==> config.mk <==
export PLATFORM = sky130hd
export DESIGN_NAME = discrete_mac_scheduler
export DESIGN_NICKNAME = d
export VERILOG_FILES = /design/src/rtl/discrete_mac_scheduler.sv
export SDC_FILE = /design/constraint.sdc
export NUM_CORES = 1
export LEC_CHECK = 0
export BUFFER_PORTS_ARGS = -buffer_cell sky130_fd_sc_hd__buf_2
export CAP_MARGIN = 10
export CORE_MARGIN = 2
export CORE_UTILIZATION = 36
export CTS_CLUSTER_SIZE = 24
export DETAILED_ROUTE_END_ITERATION = 6
export GPL_ROUTABILITY_DRIVEN = 0
export GPL_TIMING_DRIVEN = 0
export HOLD_SLACK_MARGIN = 0.12
export SYNTH_ARGS = -nofsm -noshare
export SYNTH_HDL_FRONTEND = slang
export SYNTH_SLANG_ARGS = --single-unit
==> constraint.sdc <==
create_clock -name clk -period 10.4 [get_ports clk]
set_input_delay 0.52 -clock clk [delete_from_list [all_inputs] [get_ports clk]]
set_output_delay 0.52 -clock clk [all_outputs]
set_load 0.02 [all_outputs]
==> src/rtl/discrete_mac_scheduler.sv <==
`default_nettype none
// +--------------------------------------------------------------------------+
// | Module   : discrete_mac_scheduler                                        |
// | Function : round-robin scheduler sharing one signed fixed-point          |
// |            multiplier between NUM_CH filter models, one frame per        |
// |            audio_clk_en, 2-stage product pipeline.                       |
// | Options  : DISCRETE_MAC_SAT_EN selects saturation instead of wrap.       |
// | Revision : 1.0 - initial release                                         |
// +--------------------------------------------------------------------------+
module discrete_mac_scheduler #(
    parameter int NUM_CH = 4,
    parameter int A_W    = 17,
    parameter int COEF_W = 16,
    parameter int FRAC   = 12
) (
    input  logic                       clk,
    input  logic                       I_RSTn,
    input  logic                       audio_clk_en,
    input  logic [NUM_CH-1:0]          req,
    input  logic [NUM_CH*A_W-1:0]      op_a,
    input  logic [NUM_CH*COEF_W-1:0]   coef,
    output logic [NUM_CH-1:0]          gnt,
    output logic                       rsp_valid,
    output logic [$clog2(NUM_CH)-1:0]  rsp_ch,
    output logic [A_W-1:0]             rsp_data,
    output logic                       frame_busy,
    output logic                       frame_done,
    output logic                       overrun,
    input  logic                       overrun_clr
);

    localparam int c_ch_w   = $clog2(NUM_CH);
    localparam int c_prod_w = A_W + COEF_W;

    typedef enum logic [1:0] {
        S_IDLE  = 2'd0,
        S_ARB   = 2'd1,
        S_DRAIN = 2'd2,
        S_DONE  = 2'd3
    } state_t;

    state_t                      state_q, state_d;
    logic [c_ch_w-1:0]           ptr_q, ptr_d;
    logic                        overrun_q, overrun_d;

    logic                        s1_valid_q;
    logic [c_ch_w-1:0]           s1_ch_q;
    logic signed [c_prod_w-1:0]  s1_prod_q;
    logic                        rsp_valid_q;
    logic [c_ch_w-1:0]           rsp_ch_q;
    logic [A_W-1:0]              rsp_data_q;

    logic                        w_found;
    logic [c_ch_w-1:0]           w_sel;
    logic [c_ch_w:0]             w_sum;
    logic [c_ch_w-1:0]           w_idx;
    logic                        w_grant;
    logic signed [A_W-1:0]       w_op_a;
    logic signed [COEF_W-1:0]    w_coef;
    logic signed [c_prod_w-1:0]  w_prod;
    logic signed [c_prod_w-1:0]  w_shift;
    logic [A_W-1:0]              w_result;

    // First requester at or after the pointer, wrapping past NUM_CH-1.
    always_comb begin
        w_found = 1'b0;
        w_sel   = '0;
        w_sum   = '0;
        w_idx   = '0;
        for (int k = 0; k < NUM_CH; k++) begin
            w_sum = {1'b0, ptr_q} + (c_ch_w+1)'(k);
            if (w_sum >= (c_ch_w+1)'(NUM_CH)) begin
                w_sum = w_sum - (c_ch_w+1)'(NUM_CH);
            end
            w_idx = w_sum[c_ch_w-1:0];
            if (!w_found && req[w_idx]) begin
                w_found = 1'b1;
                w_sel   = w_idx;
            end
        end
    end

    always_comb begin
        state_d    = state_q;
        ptr_d      = ptr_q;
        gnt        = '0;
        frame_busy = 1'b0;
        frame_done = 1'b0;
        w_grant    = 1'b0;
        case (state_q)
            S_IDLE: begin
                if (audio_clk_en) state_d = S_ARB;
            end
            S_ARB: begin
                frame_busy = 1'b1;
                if (w_found) begin
                    gnt[w_sel] = 1'b1;
                    w_grant    = 1'b1;
                    ptr_d      = (w_sel == c_ch_w'(NUM_CH-1)) ? '0 : w_sel + 1'b1;
                end else begin
                    state_d = S_DRAIN;
                end
            end
            S_DRAIN: begin
                frame_busy = 1'b1;
                if (!s1_valid_q && !rsp_valid_q) state_d = S_DONE;
            end
            S_DONE: begin
                frame_done = 1'b1;
                state_d    = audio_clk_en ? S_ARB : S_IDLE;
            end
            default: state_d = S_IDLE;
        endcase
    end

    // An enable arriving mid-frame is only recorded; set beats clear.
    always_comb begin
        overrun_d = overrun_q;
        if (overrun_clr) overrun_d = 1'b0;
        if (audio_clk_en && (state_q == S_ARB || state_q == S_DRAIN)) overrun_d = 1'b1;
    end

    assign w_op_a  = op_a[w_sel*A_W +: A_W];
    assign w_coef  = coef[w_sel*COEF_W +: COEF_W];
    assign w_prod  = c_prod_w'(w_op_a) * c_prod_w'(w_coef);
    assign w_shift = s1_prod_q >>> FRAC;

`ifdef DISCRETE_MAC_SAT_EN
    localparam logic signed [c_prod_w-1:0] c_sat_max = {{(COEF_W+1){1'b0}}, {(A_W-1){1'b1}}};
    localparam logic signed [c_prod_w-1:0] c_sat_min = {{(COEF_W+1){1'b1}}, {(A_W-1){1'b0}}};
    always_comb begin
        w_result = w_shift[A_W-1:0];
        if (w_shift > c_sat_max)      w_result = c_sat_max[A_W-1:0];
        else if (w_shift < c_sat_min) w_result = c_sat_min[A_W-1:0];
    end
`else
    logic w_unused_hi;
    assign w_unused_hi = ^w_shift[c_prod_w-1:A_W];
    assign w_result    = w_shift[A_W-1:0];
`endif

    always_ff @(posedge clk or negedge I_RSTn) begin
        if (!I_RSTn) begin
            state_q     <= S_IDLE;
            ptr_q       <= '0;
            overrun_q   <= 1'b0;
            s1_valid_q  <= 1'b0;
            s1_ch_q     <= '0;
            s1_prod_q   <= '0;
            rsp_valid_q <= 1'b0;
            rsp_ch_q    <= '0;
            rsp_data_q  <= '0;
        end else begin
            state_q     <= state_d;
            ptr_q       <= ptr_d;
            overrun_q   <= overrun_d;
            s1_valid_q  <= w_grant;
            rsp_valid_q <= s1_valid_q;
            if (w_grant) begin
                s1_ch_q   <= w_sel;
                s1_prod_q <= w_prod;
            end
            if (s1_valid_q) begin
                rsp_ch_q   <= s1_ch_q;
                rsp_data_q <= w_result;
            end
        end
    end

    assign rsp_valid = rsp_valid_q;
    assign rsp_ch    = rsp_ch_q;
    assign rsp_data  = rsp_data_q;
    assign overrun   = overrun_q;

endmodule
`default_nettype wire

# After elaboration in Yosys (flattened, before gate mapping)
# Cells that the tools add are included.
op_classes:
  addsub: 8
  multipliers: 2
  n_lt_le_gt_ge: 10
  n_eq_ne: 7
  shifts: 2
  mux: 36
  reduce_logical: 17
ops:
  columns: ["op", "n"]
  rows:
  - ["indexed part select 68 x 8 -> 17 bit", 1]
  - ["indexed part select 64 x 7 -> 16 bit", 1]
  - ["multiplier 17 x 16 -> 29 bit", 1]
  - ["two-way mux 2 bit", 12]
  - ["two-way mux 1 bit", 16]
  - ["less-than comparator 2 x 3 -> 1 bit (second input constant)", 5]
  - [">= comparator 3 bit (second input constant)", 3]
  - ["binary-select mux 1 bit (select 2 bit)", 4]
  - ["two-way mux 4 bit", 2]
  - ["case mux 2 bit (4 select lines)", 1]
  - ["subtractor 2 x 1 -> 2 bit (second input constant)", 4]
  - ["multiplier 2 x 5 -> 7 bit (second input constant)", 1]
  - ["adder 2 x 2 -> 3 bit (second input constant)", 2]
  - ["equality test 2 bit (second input constant)", 3]
  - ["logical AND 1 bit", 6]
  - ["!= test 2 bit (second input constant)", 3]
  - ["zero test 1 bit", 5]
  - ["adder 2 x 1 -> 3 bit (second input constant)", 1]
  - [">= comparator 2 x 3 -> 1 bit (second input constant)", 1]
  - ["AND reduction 3 bit", 1]
  - ["adder 2 x 1 -> 2 bit (second input constant)", 1]
  - ["demux 1 bit (select 2 bit)", 1]
  - ["equality test 2 x 1 -> 1 bit (second input constant)", 1]
  - [">= comparator 2 x 1 -> 1 bit (second input constant)", 1]
  - ["other kinds (5)", 5]
totals:
  ff_bits: 57
  inputBits: 140
  output_inout_bits: 27
  elab_cells: 91

# Logic depth before layout (Yosys ltp)
depth:
  ltp_word: 20
  mapped_depth: 34
  mapped_depth_nobuf: 31

# Worst setup path after synthesis
# No wires, ideal clock.
synth_path:
  kind: "input to register"
  from: "in req[2]"
  to: "reg s1_prod_q[27]"
  setup_time_ns: 0.095
  arrival_time_ns: 7.434
  t_required_ns: 10.305
  slack_ns: 2.871
  cell_stages: 29
  n_path_buf: 3
  path_cell_list: "and2b_1 a211oi_4 nor2_2 clkinv_2 buf_2 buf_1 nand2_1 a31oi_1 clkbuf_1 nand2_1 fa_1 inv_1 fa_1 fa_1 fa_1 fa_1 inv_1 fa_1 inv_1 ha_1 or2_2 a21oi_1 a21oi_1 a21oi_1 o21ai_0 a31oi_1 a21oi_1 o21a_1 o31ai_1"
synth_via:
  elab_chain_len: 15
  elab_cells_between_ends: 28
  classes_between: "mul: 2; shift: 2; mux: 18; reduce/logical: 6"
synth_lines:
  columns: ["item", "line", "source"]
  rows:
  - ["start, declared", "19", "input logic [NUM_CH-1:0] req,"]
  - ["binary-select mux 1 bit (select 2 bit)", "76", "if (!w_found && req[w_idx]) begin"]
  - ["two-way mux 1 bit (implied by the code)", "76", null]
  - ["two-way mux 1 bit", "76", null]
  - ["zero test 1 bit", "76", null]
  - ["logical AND 1 bit", "76", null]
  - ["two-way mux 1 bit", "76", null]
  - ["zero test 1 bit", "76", null]
  - ["logical AND 1 bit", "76", null]
  - ["two-way mux 1 bit", "76", null]
  - ["zero test 1 bit", "76", null]
  - ["logical AND 1 bit", "76", null]
  - ["two-way mux 2 bit", "76", null]
  - ["multiplier 2 x 5 -> 7 bit", "123", "assign w_op_a = op_a[w_sel*A_W +: A_W];"]
  - ["indexed part select 68 x 8 -> 17 bit", "123", null]
  - ["multiplier 17 x 16 -> 29 bit", "125", "assign w_prod = c_prod_w'(w_op_a) * c_prod_w'(w_coef);"]
  - ["end signal, assigned", "161", "s1_prod_q <= w_prod;"]
  - ["end, declared", "48", "logic signed [c_prod_w-1:0] s1_prod_q;"]
# Several ways; a longest one is shown, not always the timed one. The select of a mux whose other input is x is not followed.
# A chain may end at the register's enable or synchronous reset.

# Worst setup path after layout
layout_path:
  from: "reg ptr_q[0]"
  to: "reg s1_prod_q[26]"
layout_via:
  elab_chain_len: 17
  elab_cells_between_ends: 43
  classes_between: "add/sub: 7; mul: 2; order compare: 4; shift: 2; mux: 22; reduce/logical: 6"
layout_lines:
  columns: ["item", "line", "source"]
  rows:
  - ["start, declared", "43", "logic [c_ch_w-1:0] ptr_q, ptr_d;"]
  - ["start signal, assigned", "155", "ptr_q <= ptr_d;"]
  - ["branches (longest 17 deep; another with adder 2 x 1 -> 3 bit)", null, null]
# Several ways; the timed one is not identified. The select of a mux whose other input is x is not followed.

==> flow_summary_export.csv <==
group,metric,value,unit
routing,wl_met2,18.3,mm
synthesis,synth_edf_count,0,
floorplan,ios,167,
layout,multi_input_area,0.00969,mm²
global_routing,grtUsageTotal,0.218,
synthesis,async_reset_ff_frac,1.00,
worst_setup_path,worst-setup-path-type,"flip-flop to flip-flop",
floorplan,die_h,187,µm
sta,rsz0062_at_grt,"false",
synthesis,ys.warnings.count,0,
routing,highest_layer,"met4",
sta,setup_viol,0,
cts,insertion_delay,0.29,ns
global_routing,antenna_found_initial,0,
layout,layout-drive-gt1-share,0.143,
routing,vias,10100,
worst_setup_path,worst_path_most_repeated_cell,"fa_1",
routing,dr.first_iter.drc_count,712,
synthesis,yosysTopAreaCellShare,0.400,
synthesis,ys.flop_type,"dfrtp_1",
routing,detail-route-antenna-nets,0,
global_routing,grt_pass1_vias,10500,
global_routing,gr-total-overflow,0,
min_path,min_path_type,"input port to asynchronous set/reset pin",
placed_design,dp_cells,1997,
routing,wl_met3,2.37,mm
layout,fillers,3492,
synthesis,ys_seq_area_frac,0.0929,
placed_design,io_buffers,166,
worst_setup_path,cpMaxStageDelayCell,"a31oi_1",
sta,hold_viol_final,0,
placed_design,hpwlAfterDp,32.0,mm
routing,viasPerCell,5.05,
cts,cts_hold_buf,0,
status,status,"completed",
layout,fin_util,0.411,
synthesis,synth.avg_cell_area,8.78,µm²
synthesis,synthCells,1381,
cts,cts.sinks,45,
routing,drc,0,
synthesis,synth_seq_cells,45,
synthesis,synth_area,0.0121,mm²
sta,finClkSkew,0.00348,ns
global_routing,grt_pass1_wl,58.6,mm
worst_setup_path,crit_fanout,10,
floorplan,initial_utilization,0.363,
sta,drv_slew,0,
worst_setup_path,worstPathArrival,9.50,ns
sta,max_freq,107,MHz
synthesis,ys_top_cells_by_area,"fa_1 (40%), dfrtp_1 (9.3%), inv_1 (9.3%)",
routing,drt_pre_antenna_iters,6,
synthesis,synth_top_cell_by_area,"fa_1",
worst_setup_path,required,10.59,ns
worst_setup_path,crit_buf_inv,9,
layout,nNetsFinal,2025,
cts,cts-htree-levels,2,
layout,antenna_cells,0,
cts,clkTransAtPathRegs,0.06,ns
flow_run,cap_violations,0,
layout,seqCellArea,0.00113,mm²
sta,fin_crit,9.31,ns
floorplan,placementRows,67,
routing,detail_route.wl_per_cell,18.6,µm
sta,worst_slew_pin_slew,1.33,ns
layout,areaGrowthSynthToFinish,13.0,%
routing,drt-met1-wl,15.6,mm
sta,max_slew_margin,0.111,
cts,cts_tree,"yes",
layout,stdcell_count,2006,
synthesis,synth_nets,1848,
worst_setup_path,crit_family,"adder cells",
cts,post_cts_resized,0,
worst_setup_path,max_stage_delay,0.96,ns
floorplan,dieArea,0.0351,mm²
global_routing,grt_start_max_net_pins,46,
cts,cts_made_buffers,5,
routing,wl,37.4,mm
cts,root_buffer,"clkbuf_16",
synthesis,ys_types,57,
cts,post_cts_buffers,0,
cts,clk_path_buf_depth,2,
floorplan,fp.dieW,187,µm
worst_setup_path,start_kind,"flip-flop",
sta,fin_crit_sh,0.895,
worst_setup_path,endpoint_kind,"flip-flop",
floorplan,core,0.0334,mm²
sta,tns,0,ns
-- layer usage --
layer	GRT usage	up-vias
met2	0.376	403
met5	0	-
met3	0.0189	78
met4	0.0600	0
li1	-	4550
met1	0.295	5102
-- area by class of cell --
type | instances | share of cell area
clock inverters | 2 | 0.00256
clock buffers | 5 | 0.00913
well taps | 448 | 0.0409
multi-input cells | 996 | 0.707
repair buffers | 170 | 0.0628
inverters | 302 | 0.0828
flip-flops and latches | 45 | 0.0822
plain buffers | 38 | 0.0125
-- placed cells by master (no fill, tap or decap), drive strengths merged, types with 2 or more instances in the layout --
master / n
nor3: 6
buf: 182
nand2b: 7
ha: 85
a31oi: 5
o21a: 2
and2: 12
o31ai: 4
nor3b: 2
xnor3: 2
fa: 242
dfrtp: 45
a21boi: 2
a21o: 11
a211oi: 5
o311ai: 3
nor2b: 5
a211o: 3
and3: 10
clkbuf: 31
nand4: 6
or2: 3
nand2: 234
mux2: 25
clkinv: 2
mux2i: 68
a21oi: 20
xnor2: 26
o21bai: 7
nor2: 137
nand3: 18
xor2: 2
inv: 301
o211ai: 2
o21ai: 32
a2111oi: 2
-- per-stage QoR --
stage               worst slack [ns]  area [µm²]  hold WS (ns)
floorplan                       2.87       12100         0.224
global placement               0.999       13500         0.383
detailed placement              1.01       13500         0.377
CTS                             1.18       13700         0.392
global route                   0.507       13700         0.421
finish                          1.09       13700         0.388
-- flip-flops by register name, indices dropped and copies added, names as in the netlist --
name and cells:
rsp_valid 1, ptr_q 2, s1_valid_q 1, rsp_ch 2
overrun 1, state_q 2, rsp_data 17, s1_ch_q 2
s1_prod_q 17
-- Yosys cell counts (12+ instances only) --
cell type  number
mux2i_1        68
nand3_1        18
nor2_1        136
xnor2_1        26
fa_1          242
mux2_2         25
o21ai_0        26
ha_1           85
clkbuf_1       26
inv_1         299
dfrtp_1        45
a21oi_1        20
and2_1         12
nand2_1       233
-- kinds of logic after synthesis --
| kind of cell | after synthesis | synth area share |
|---|---|---|
| flops | 45 | 0.0929 |
| compound gates | 104 | 0.0582 |
| buf+inv | 340 | 0.108 |
| simple gates | 442 | 0.150 |
| mux | 93 | 0.0794 |
| xor+xnor | 30 | 0.0240 |
| fa+ha+maj | 327 | 0.488 |
-- final timing paths --
path / to / slack, ns / from / depth (start not counted)
min in group clk: rsp_valid$_DFF_PN0_ / 0.39 / s1_valid_q$_DFF_PN0_ / 0
hold / removal: rsp_data[13]$_DFFE_PN0P_ / 0.39 / I_RSTn / 1
setup reg to reg: s1_prod_q[26]$_DFFE_PN0P_ / 1.09 / ptr_q[0]$_DFFE_PN0P_ / 31
setup / recovery: s1_prod_q[26]$_DFFE_PN0P_ / 1.09 / ptr_q[0]$_DFFE_PN0P_ / 31
hold reg to reg: rsp_valid$_DFF_PN0_ / 0.39 / s1_valid_q$_DFF_PN0_ / 0
max in group asynchronous: state_q[1]$_DFFE_PN0P_ / 9.38 / I_RSTn / 1
-- worst register-to-register path: cells and delay by family, from the launching register on --
kind | cells | cell delay (ns)
DFF | 1 | 0.41
AOI/OAI and AO/OA | 9 | 2.93
buffers and inverters | 9 | 1.74
adders and majority gates | 7 | 3.36
and+or+nand+nor | 6 | 0.80
Power is not shown: default switching activity piles up to over one toggle a cycle in this logic, so the estimate is an artifact.
